## config.mk

```make
export PLATFORM = sky130hd
export DESIGN_NAME = imem_loader_flat
export DESIGN_NICKNAME = d
export VERILOG_FILES = /design/src/rtl/imem_loader_pkg.sv /design/src/rtl/imem_loader_if.sv /design/src/rtl/imem_loader_byte_to_word.sv /design/src/rtl/imem_loader.sv /design/src/flat_wrapper.sv
export SDC_FILE = /design/constraint.sdc
export NUM_CORES = 1
export LEC_CHECK = 0
export CELL_PAD_IN_SITES_DETAIL_PLACEMENT = 1
export CELL_PAD_IN_SITES_GLOBAL_PLACEMENT = 2
export CORE_MARGIN = 2
export CORE_UTILIZATION = 34
export CTS_BUF_LIST = sky130_fd_sc_hd__clkbuf_8 sky130_fd_sc_hd__clkbuf_16
export DETAILED_ROUTE_END_ITERATION = 7
export GPL_TIMING_DRIVEN = 0
export PLACE_DENSITY = 0.84
export SLEW_MARGIN = 0
export SYNTH_ARGS = -nofsm -noshare
export SYNTH_HDL_FRONTEND = slang
export SYNTH_HIERARCHICAL = 1
export SYNTH_SLANG_ARGS = --single-unit
```

## constraint.sdc

```tcl
create_clock -name clk -period 2.5 [get_ports clk]
set_input_delay 0.5 -clock clk [delete_from_list [all_inputs] [get_ports clk]]
set_output_delay 0.5 -clock clk [all_outputs]
set_load 0.05 [all_outputs]
```

## src/rtl/imem_loader_pkg.sv

```systemverilog
// Shared definitions for the byte-stream instruction-memory loader:
// FSM state encoding, header width and the byte-accepting state set.
package imem_loader_pkg;

   localparam int HDR_W  = 16;
   localparam int BYTE_W = 8;

   typedef enum logic [2:0] {
      ST_IDLE   = 3'd0,
      ST_HDR_LO = 3'd1,
      ST_HDR_HI = 3'd2,
      ST_BYTES  = 3'd3,
      ST_WRITE  = 3'd4,
      ST_CHK    = 3'd5,
      ST_DONE   = 3'd6,
      ST_ERR    = 3'd7
   } state_t;

   // States in which the loader presents in_ready to the byte source.
   function automatic logic accepts_bytes(input state_t s);
      return (s == ST_HDR_LO) || (s == ST_HDR_HI) || (s == ST_BYTES) || (s == ST_CHK);
   endfunction

endpackage

```

## src/rtl/imem_loader_if.sv

```systemverilog
// Byte-stream input, IM write port and status bundle of the loader.
interface imem_loader_if
   import imem_loader_pkg::*;
#(
   parameter int ADDR_W = 4
);
   // Byte handshake: a byte moves on a rising clk edge where in_valid and
   // in_ready are both 1; in_data must be stable while in_valid is high, and
   // in_ready never depends combinationally on in_valid.
   logic              start;
   logic [7:0]        in_data;
   logic              in_valid;
   logic              in_ready;
   logic              mem_we;
   logic [ADDR_W-1:0] mem_addr;
   logic [31:0]       mem_wdata;
   logic              cpu_stall;
   logic              busy;
   logic              done;
   logic              err;
   logic [ADDR_W:0]   words_loaded;
   state_t            dbg_state;

   modport master (
      output start, in_data, in_valid,
      input  in_ready, mem_we, mem_addr, mem_wdata, cpu_stall, busy, done, err,
             words_loaded, dbg_state
   );

   modport slave (
      input  start, in_data, in_valid,
      output in_ready, mem_we, mem_addr, mem_wdata, cpu_stall, busy, done, err,
             words_loaded, dbg_state
   );

endinterface

```

## src/rtl/imem_loader_byte_to_word.sv

```systemverilog
// Little-endian 4-byte assembler: byte k lands in word[8k+7:8k]; word_valid
// flags the cycle the fourth byte arrives, with word_next already complete.
module byte_to_word (
   input  logic        clk,
   input  logic        rst,
   input  logic        clear,
   input  logic        byte_valid,
   input  logic [7:0]  byte_in,
   output logic [31:0] word_next,
   output logic        word_valid
);

   logic [23:0] word_q, word_d;
   logic [1:0]  idx_q, idx_d;

   // Only the three earlier bytes are stored; the fourth is merged on the fly.
   always_comb begin
      word_next  = {byte_in, word_q};
      word_valid = byte_valid && (idx_q == 2'd3);
      word_d     = word_q;
      idx_d      = idx_q;
      if (clear) begin
         word_d = '0;
         idx_d  = '0;
      end else if (byte_valid) begin
         word_d = word_next[31:8];
         idx_d  = idx_q + 2'd1;
      end
   end

   always_ff @(posedge clk or posedge rst) begin
      if (rst) begin
         word_q <= '0;
         idx_q  <= '0;
      end else begin
         word_q <= word_d;
         idx_q  <= idx_d;
      end
   end

endmodule

```

## src/rtl/imem_loader.sv

```systemverilog
// Program loader: parses a counted byte frame and writes words to IM from
// address 0 while stalling the CPU. CHECKSUM_EN adds a trailing XOR byte check.
module imem_loader
   import imem_loader_pkg::*;
#(
   parameter int ADDR_W = 4,
   parameter int DATA_W = 32
) (
   input logic         clk,
   input logic         rst,
   imem_loader_if.slave bus
);

   localparam int DEPTH = 2 ** ADDR_W;
`ifdef CHECKSUM_EN
   localparam state_t END_ST = ST_CHK;
`else
   localparam state_t END_ST = ST_DONE;
`endif

   state_t              state_q, state_d;
   logic [HDR_W-1:0]    count_q, count_d;
   logic [HDR_W-1:0]    hdr_full;
   logic [ADDR_W:0]     wl_q, wl_d, wl_inc;
   logic [ADDR_W-1:0]   addr_q, addr_d;
   logic [DATA_W-1:0]   wdata_q, wdata_d;
   logic                in_ready_q, in_ready_d;
   logic                we_q, we_d;
   logic                done_q, done_d;
   logic                stall_q, stall_d;
   logic                err_q, err_d;
   logic                xfer;
   logic                b2w_clear;
   logic                b2w_valid;
   logic                word_valid;
   logic [31:0]         word_next;
`ifdef CHECKSUM_EN
   logic [BYTE_W-1:0]   csum_q, csum_d;
`endif

   assign xfer      = bus.in_valid && in_ready_q;
   assign b2w_valid = xfer && (state_q == ST_BYTES);
   assign hdr_full  = {bus.in_data, count_q[7:0]};
   assign wl_inc    = wl_q + 1'b1;

   byte_to_word u_b2w (
      .clk       (clk),
      .rst       (rst),
      .clear     (b2w_clear),
      .byte_valid(b2w_valid),
      .byte_in   (bus.in_data),
      .word_next (word_next),
      .word_valid(word_valid)
   );

   always_comb begin
      state_d   = state_q;
      count_d   = count_q;
      wl_d      = wl_q;
      addr_d    = addr_q;
      wdata_d   = wdata_q;
      err_d     = err_q;
      b2w_clear = 1'b0;
`ifdef CHECKSUM_EN
      csum_d    = csum_q;
      if (xfer && (state_q != ST_CHK)) csum_d = csum_q ^ bus.in_data;
`endif
      case (state_q)
         ST_IDLE: begin
            if (bus.start) begin
               err_d     = 1'b0;
               wl_d      = '0;
               count_d   = '0;
               b2w_clear = 1'b1;
`ifdef CHECKSUM_EN
               csum_d    = '0;
`endif
               state_d   = ST_HDR_LO;
            end
         end
         ST_HDR_LO: begin
            if (xfer) begin
               count_d[7:0] = bus.in_data;
               state_d      = ST_HDR_HI;
            end
         end
         ST_HDR_HI: begin
            if (xfer) begin
               count_d[15:8] = bus.in_data;
               if (hdr_full == '0)                    state_d = END_ST;
               else if (hdr_full > HDR_W'(DEPTH))     state_d = ST_ERR;
               else                                   state_d = ST_BYTES;
            end
         end
         ST_BYTES: begin
            // Launch the write with the word completed by this byte.
            if (word_valid) begin
               addr_d  = wl_q[ADDR_W-1:0];
               wdata_d = word_next;
               state_d = ST_WRITE;
            end
         end
         ST_WRITE: begin
            wl_d    = wl_inc;
            state_d = (HDR_W'(wl_inc) == count_q) ? END_ST : ST_BYTES;
         end
`ifdef CHECKSUM_EN
         ST_CHK: begin
            if (xfer) state_d = (bus.in_data == csum_q) ? ST_DONE : ST_ERR;
         end
`endif
         ST_DONE: state_d = ST_IDLE;
         ST_ERR:  state_d = ST_IDLE;
         default: state_d = ST_IDLE;
      endcase

      // Status outputs are registered views of the next state.
      in_ready_d = accepts_bytes(state_d);
      we_d       = (state_d == ST_WRITE);
      done_d     = (state_d == ST_DONE);
      stall_d    = (state_d != ST_IDLE);
      if (state_d == ST_ERR) err_d = 1'b1;
   end

   always_ff @(posedge clk or posedge rst) begin
      if (rst) begin
         state_q    <= ST_IDLE;
         count_q    <= '0;
         wl_q       <= '0;
         addr_q     <= '0;
         wdata_q    <= '0;
         in_ready_q <= 1'b0;
         we_q       <= 1'b0;
         done_q     <= 1'b0;
         stall_q    <= 1'b0;
         err_q      <= 1'b0;
`ifdef CHECKSUM_EN
         csum_q     <= '0;
`endif
      end else begin
         state_q    <= state_d;
         count_q    <= count_d;
         wl_q       <= wl_d;
         addr_q     <= addr_d;
         wdata_q    <= wdata_d;
         in_ready_q <= in_ready_d;
         we_q       <= we_d;
         done_q     <= done_d;
         stall_q    <= stall_d;
         err_q      <= err_d;
`ifdef CHECKSUM_EN
         csum_q     <= csum_d;
`endif
      end
   end

   assign bus.in_ready     = in_ready_q;
   assign bus.mem_we       = we_q;
   assign bus.mem_addr     = addr_q;
   assign bus.mem_wdata    = wdata_q;
   assign bus.cpu_stall    = stall_q;
   assign bus.busy         = stall_q;
   assign bus.done         = done_q;
   assign bus.err          = err_q;
   assign bus.words_loaded = wl_q;
   assign bus.dbg_state    = state_q;

endmodule

```

## src/flat_wrapper.sv

```systemverilog
// flat-port wrapper written by rule: the top's interface ports become plain ports
module imem_loader_flat import imem_loader_pkg::*;
#(
   parameter int ADDR_W = 4,
   parameter int DATA_W = 32
)
  (clk, rst, bus_start, bus_in_data, bus_in_valid, bus_in_ready, bus_mem_we, bus_mem_addr, bus_mem_wdata, bus_cpu_stall, bus_busy, bus_done, bus_err, bus_words_loaded, bus_dbg_state);
  imem_loader_if #(.ADDR_W(ADDR_W)) bus_i ();
  input logic clk;
  input logic rst;
  input wire logic [$bits(bus_i.start)-1:0] bus_start;
  input wire logic [$bits(bus_i.in_data)-1:0] bus_in_data;
  input wire logic [$bits(bus_i.in_valid)-1:0] bus_in_valid;
  output wire logic [$bits(bus_i.in_ready)-1:0] bus_in_ready;
  output wire logic [$bits(bus_i.mem_we)-1:0] bus_mem_we;
  output wire logic [$bits(bus_i.mem_addr)-1:0] bus_mem_addr;
  output wire logic [$bits(bus_i.mem_wdata)-1:0] bus_mem_wdata;
  output wire logic [$bits(bus_i.cpu_stall)-1:0] bus_cpu_stall;
  output wire logic [$bits(bus_i.busy)-1:0] bus_busy;
  output wire logic [$bits(bus_i.done)-1:0] bus_done;
  output wire logic [$bits(bus_i.err)-1:0] bus_err;
  output wire logic [$bits(bus_i.words_loaded)-1:0] bus_words_loaded;
  output wire logic [$bits(bus_i.dbg_state)-1:0] bus_dbg_state;
  assign bus_i.start = bus_start;
  assign bus_i.in_data = bus_in_data;
  assign bus_i.in_valid = bus_in_valid;
  assign bus_in_ready = bus_i.in_ready;
  assign bus_mem_we = bus_i.mem_we;
  assign bus_mem_addr = bus_i.mem_addr;
  assign bus_mem_wdata = bus_i.mem_wdata;
  assign bus_cpu_stall = bus_i.cpu_stall;
  assign bus_busy = bus_i.busy;
  assign bus_done = bus_i.done;
  assign bus_err = bus_i.err;
  assign bus_words_loaded = bus_i.words_loaded;
  assign bus_dbg_state = bus_i.dbg_state;
  imem_loader #(.ADDR_W(ADDR_W), .DATA_W(DATA_W)) u_core (.clk(clk), .rst(rst), .bus(bus_i));
endmodule
```

Yosys cells after proc, flatten, opt, wreduce, memory -nomap -nowiden. Index checks and enable logic that the tools add are counted.

Bits of input ports: 12. Output and inout bits: 50. Word-level logic and storage cells: 75. Register bits after elaboration: 91.

Equal/unequal tests: 16. Muxes and demuxes: 23. $lt $le $gt $ge: 1. Reductions and logical operators: 20. Add/subtract/negate cells: 2.

Operators by type and width (number): $mux 24 (2); $pmux 8 s2 (2); $mux 3 (7); $eq 5x16->1 (1); $gt 16x5->1 const B (1); $logic_not 16->1 (1); $mux 16 (1); $eq 3x3->1 const B (5); $pmux 3 s5 (1); $eq 3x2->1 const B (4); $reduce_bool 2->1 (6); $pmux 5 s2 (1); $mux 8 (1); $eq 3x1->1 const B (2); $reduce_and 2->1 (3); $reduce_and 3->1 (2); $add 5x1->5 const B (1); $mux 1 (5); $mux 5 (1); $mux 2 (2); $ne 2x1->1 const B (2); $logic_and 1x1->1 (3); $logic_not 3->1 (1); $logic_or 1x1->1 (3); other kinds (4) (4).

Depth between registers and ports, before layout.
Depth after elaboration: 9. Gate-level depth with buffers: 12. Depth with buffers taken out: 8.

Hierarchy. The synthesis kept the hierarchy.

By module, submodules not included: imem_loader (cells each 317, area an instance 2919.0 um^2, instances 1, sequential area each 1626.6 um^2); byte_to_word (cells each 95, area an instance 1158.6 um^2, instances 1, sequential area each 650.6 um^2).

Worst setup path before layout. No wires, ideal clock.

Path type: flip-flop to flip-flop. From: register u_core.state_q[0], in the netlist u_core/bus.dbg_state[0]. To: register u_core.in_ready_q, in the netlist u_core/bus.in_ready. Period minus slack after synthesis: 2.465 ns. Buffers on the path: 3. Data required time: 2.379 ns. Arrival: 2.344 ns. Setup time: 0.121 ns. Setup slack: 0.035 ns. Cell stages (with the launch flop): 12. Cells stage by stage: dfrtp_1 -> buf_4 -> nor2b_1 -> and4_1 -> buf_6 -> buf_12 -> and2_1 -> nor2b_1 -> a41oi_1 -> o22a_1 -> nor2_1 -> a22o_1.

Cells in the longest elaborated chain, start to end: 9. Elaborated cells on any way between the ends: 19. Those cells by class: eq/ne (8); mux (5); reduce/logical (6).

RTL lines: from (decl) (line imem_loader.sv:21) `state_t state_q, state_d;`; from (signal assigned) (line imem_loader.sv:141) `state_q <= state_d;`; $eq 3x2->1 (*) (line imem_loader.sv:42) `assign b2w_valid = xfer && (state_q == ST_BYTES);`; $logic_and 1x1->1 (*) (line imem_loader.sv:42); via u_core.b2w_valid (line imem_loader.sv:34) `logic b2w_valid;`; $logic_and 1x1->1 (*) (line imem_loader_byte_to_word.sv:19) `word_valid = byte_valid && (idx_q == 2'd3);`; via u_core.word_valid (line imem_loader.sv:35) `logic word_valid;`; $mux 3 (*) (line imem_loader.sv:97) `if (word_valid) begin`; $pmux 3 s5 (*) (line imem_loader.sv:68) `case (state_q)`; $eq 3x1->1 / $eq 3x2->1 (equally long branches) (line imem_loader_pkg.sv:21) `return (s == ST_HDR_LO) || (s == ST_HDR_HI) || (s == ST_BYTES) || (s == ST_CHK);`; $logic_or 1x1->1 (2 in a row) (line imem_loader_pkg.sv:21); $logic_or 1x1->1 (*) (line imem_loader_pkg.sv:21); via u_core.in_ready_d (line imem_loader.sv:27) `logic in_ready_q, in_ready_d;`; to (signal assigned) (line imem_loader.sv:146) `in_ready_q <= in_ready_d;`; to (decl) (line imem_loader.sv:27).

Mark *: on every way through the listed nets, which the timed path passes. The rest lies on a longest branch. A chain may end at the register's enable or synchronous reset.

Worst setup path after layout. Ends and elaborated chain as after synthesis.

==> metrics.cfg <==
[status]
status=finished clean

[cells_and_area]
post-route-cell-area_sq_um=5270
final_common_cell=nand2_1
mostFrequentLayoutCells=nand2_1 (114), dfrtp_1 (91), clkdlybuf4s50_1 (60)
instances_no_fill=638
antennaDiodeCount=0
drive_above_1_share_pct=13.1
nets=504
syn2layout_area_growth_pct=29.2
final_core_util_pct=45.5
n_fill_cell=1306

[sta]
final.min_clock_period_ns=2.35
max_freq_mhz=426
max-slew-margin-rel_pct=30.6
post-route-period-util_pct=93.8
hold_violations=0
rsz0062_at_grt=false
max_slew.worst_pin.slew_ns=1.04
fin_skew_ns=0.00811
finalSetupViolations=0
finalMaxSlewViolations=0
tns_ns=0

[yosys]
synth_top_area_share_pct=55.8
yosys_register_bits=91
syn_inst=412
syn_area_sq_um=4080
netlist-cell-type-count=45
synth_seq_area_share_pct=55.8
synth.net_count=426
synthTopCellsByArea=dfrtp_1 (56%), nand2_1 (10%), mux2i_1 (6.1%)
avgSynthCellArea_sq_um=9.90
ys_warn_count=6
synth_top_area_cell=dfrtp_1

[global_route]
track_usage_pct=17.2
grt_max_degree=37
grt-ovfl-total=0
antenna_found_initial=0
grt_pass1_wl_mm=17.4
grt_pass1_vias=3355

[route]
firstDrtPassIters=4
drt-total-wl_mm=10.5
routedWlPerCell_microns=16.5
drt-initial-drc-count=99
vias=3126
drt-vias-per-instance=4.90
drc_errors=0
ant_nets=0

[worst_setup_path]
end_kind=flip-flop
critical_path_arrival_ns=2.57
crit_type=reg -> reg
start_kind=flip-flop
cp_max_fo=10
critPathRequiredTime_ns=2.72

[place]
place_area_sq_um=4890
gp_congestion=0.749
dp_hpwl_mm=7.54
portBuffers=61
place_inst=617

[power_and_ir_drop]
power_density_nw_per_um2=1380
switching_power_w=0.00318
sequentialPowerShare_pct=34.1
p_leak_nw=2.53
ir_worst_vdd_v=0.000532
switching_share_pct=43.7
combPwrFrac_pct=46.2
p_int_w=0.00410
pwr-share-clk_pct=19.7

[floorplan]
io_pins=62
die_height_microns=114
design.core.area_sq_um=11600
dieWidth_microns=114
die-area_sq_um=12900
placementRows=39
start_util_pct=35.3

[clocking]
cts_sinks=91
cts.root.buffer_cell=clkbuf_16
tritoncts=built
cts.htree.levels=3
insertion_delay_ns=0.34
cts_buffers=9
clk_path_buf_depth=2
path_clk_slew_ns=0.07

[run]
cap_violations=0

[min_path]
min_path_type=reg -> reg

==> registers in the layout (all words and copies together), names as in the netlist <==
register	cells
u_core/bus.busy	1
u_core/bus.err	1
u_core/bus.in_ready	1
u_core/bus.dbg_state	3
u_core/bus.done	1
u_core/u_b2w/word_q	24
u_core/bus.mem_wdata	32
u_core/count_q	16
u_core/u_b2w/idx_q	2
u_core/bus.mem_addr	4
u_core/bus.mem_we	1
u_core/bus.words_loaded	5
==> power groups by stage <==
stage                     Combinational, W  Sequential (W)  Clock [W]
final                              0.00337         0.00248    0.00143
after global routing               0.00362         0.00257    0.00153
after CTS                          0.00336         0.00250    0.00147
after detailed placement           0.00332         0.00252          0
after global placement             0.00323         0.00249          0
after floorplan                    0.00143         0.00333          0
==> worst paths after layout <==
kind	cells after the start	to	slack (ns)	startpoint
min	2	u_core/bus.mem_wdata[2]$_DFFE_PP0P_	0.48	u_core/u_b2w/word_q[2]$_DFFE_PP0P_
max	10	u_core/bus.in_ready$_DFF_PP0_	0.15	u_core/bus.dbg_state[0]$_DFF_PP0_
min in group asynchronous	2	u_core/bus.mem_wdata[15]$_DFFE_PP0P_	0.61	rst
max in group asynchronous	2	u_core/u_b2w/idx_q[1]$_DFFE_PP0P_	1.09	rst
min reg2reg	2	u_core/bus.mem_wdata[2]$_DFFE_PP0P_	0.48	u_core/u_b2w/word_q[2]$_DFFE_PP0P_
max reg2reg	10	u_core/bus.in_ready$_DFF_PP0_	0.15	u_core/bus.dbg_state[0]$_DFF_PP0_
==> cell type report <==
cell class | instances | area [sq um] | area share (%)
clock inverter | 6 | 77.6 | 1.47
tap | 143 | 179 | 3.40
clock buffer | 10 | 239 | 4.54
sequential | 91 | 2280 | 43.2
timing repair buffer | 67 | 671 | 12.7
inverter | 23 | 86.3 | 1.64
buffer | 29 | 215 | 4.09
multi-input combinational | 269 | 1520 | 28.9
==> synth_stat cells, drive strengths merged <==
cell type and count:
inv 23, nor4 5, xnor2 5, clkbuf 4, ha 2, nand3 24
nor3 4, a311o 1, a41oi 1, nand2 115, mux2i 25, xor2 4
a31o 1, nor3b 3, and3 3, buf 25, nand3b 1, o31ai 4
nand2b 1, o31a 1, or3b 1, and4 1, dfrtp 91, and4bb 1
a32o 1, nor2b 3, nor2 31, a211oi 2, and2 1, a22o 1
o21ai 23, o22a 1, a21oi 3
==> kinds of logic (layout without fill, tap and decap cells) <==
kind of cell             after synthesis  in the layout  share of synthesized area, %
AO/OA/AOI/OAI                         39             39                          6.23
XOR/XNOR                               9              9                          1.93
adder cells (fa/ha/maj)                2              2                         0.614
buffers and inverters                 52            135                          7.24
flip-flops                            91             91                          55.8
multiplexers                          25             25                          6.14
AND/OR/NAND/NOR                      194            194                          22.0
==> through the flow <==
stage	total power [W]	hold WS [ns]	setup slack [ns]
after floorplan	0.00476	0.438	0.0351
after detailed placement	0.00584	0.466	-0.554
after global placement	0.00572	0.458	-0.844
final	0.00728	0.476	0.154
after CTS	0.00732	0.479	0.0152
after global routing	0.00772	0.505	0.0353
==> metal layers <==
| metal | global-route usage (%) | vias to the layer above | share of wire [%] |
|---|---|---|---|
| li1 | - | 1497 | - |
| met1 | 22.6 | 1570 | 47 |
| met2 | 29.7 | 52 | 50 |
| met3 | 3.19 | 7 | 2.6 |
| met4 | 3.66 | 0 | 0.65 |
| met5 | 0 | - | 0 |
==> critical path: stages, from the launching register on <==
cell and delay, ns:
dfrtp_1 0.39, buf_4 0.17, nor2b_4 0.14, and4_1 0.22, buf_6 0.13, buf_12 0.14, and2_2 0.21, nor2b_1 0.20
a41oi_1 0.08, o22a_1 0.29, a22o_1 0.26
==> timing repair <==
action,in CTS,in global routing
hold endpoints to repair,0,0
pin swaps,0,1
setup buffers,0,5
hold buffers,0,0
setup endpoints to repair,24,35
gates resized for setup,5,4
Note: power is estimated with default switching activity, not from simulation.
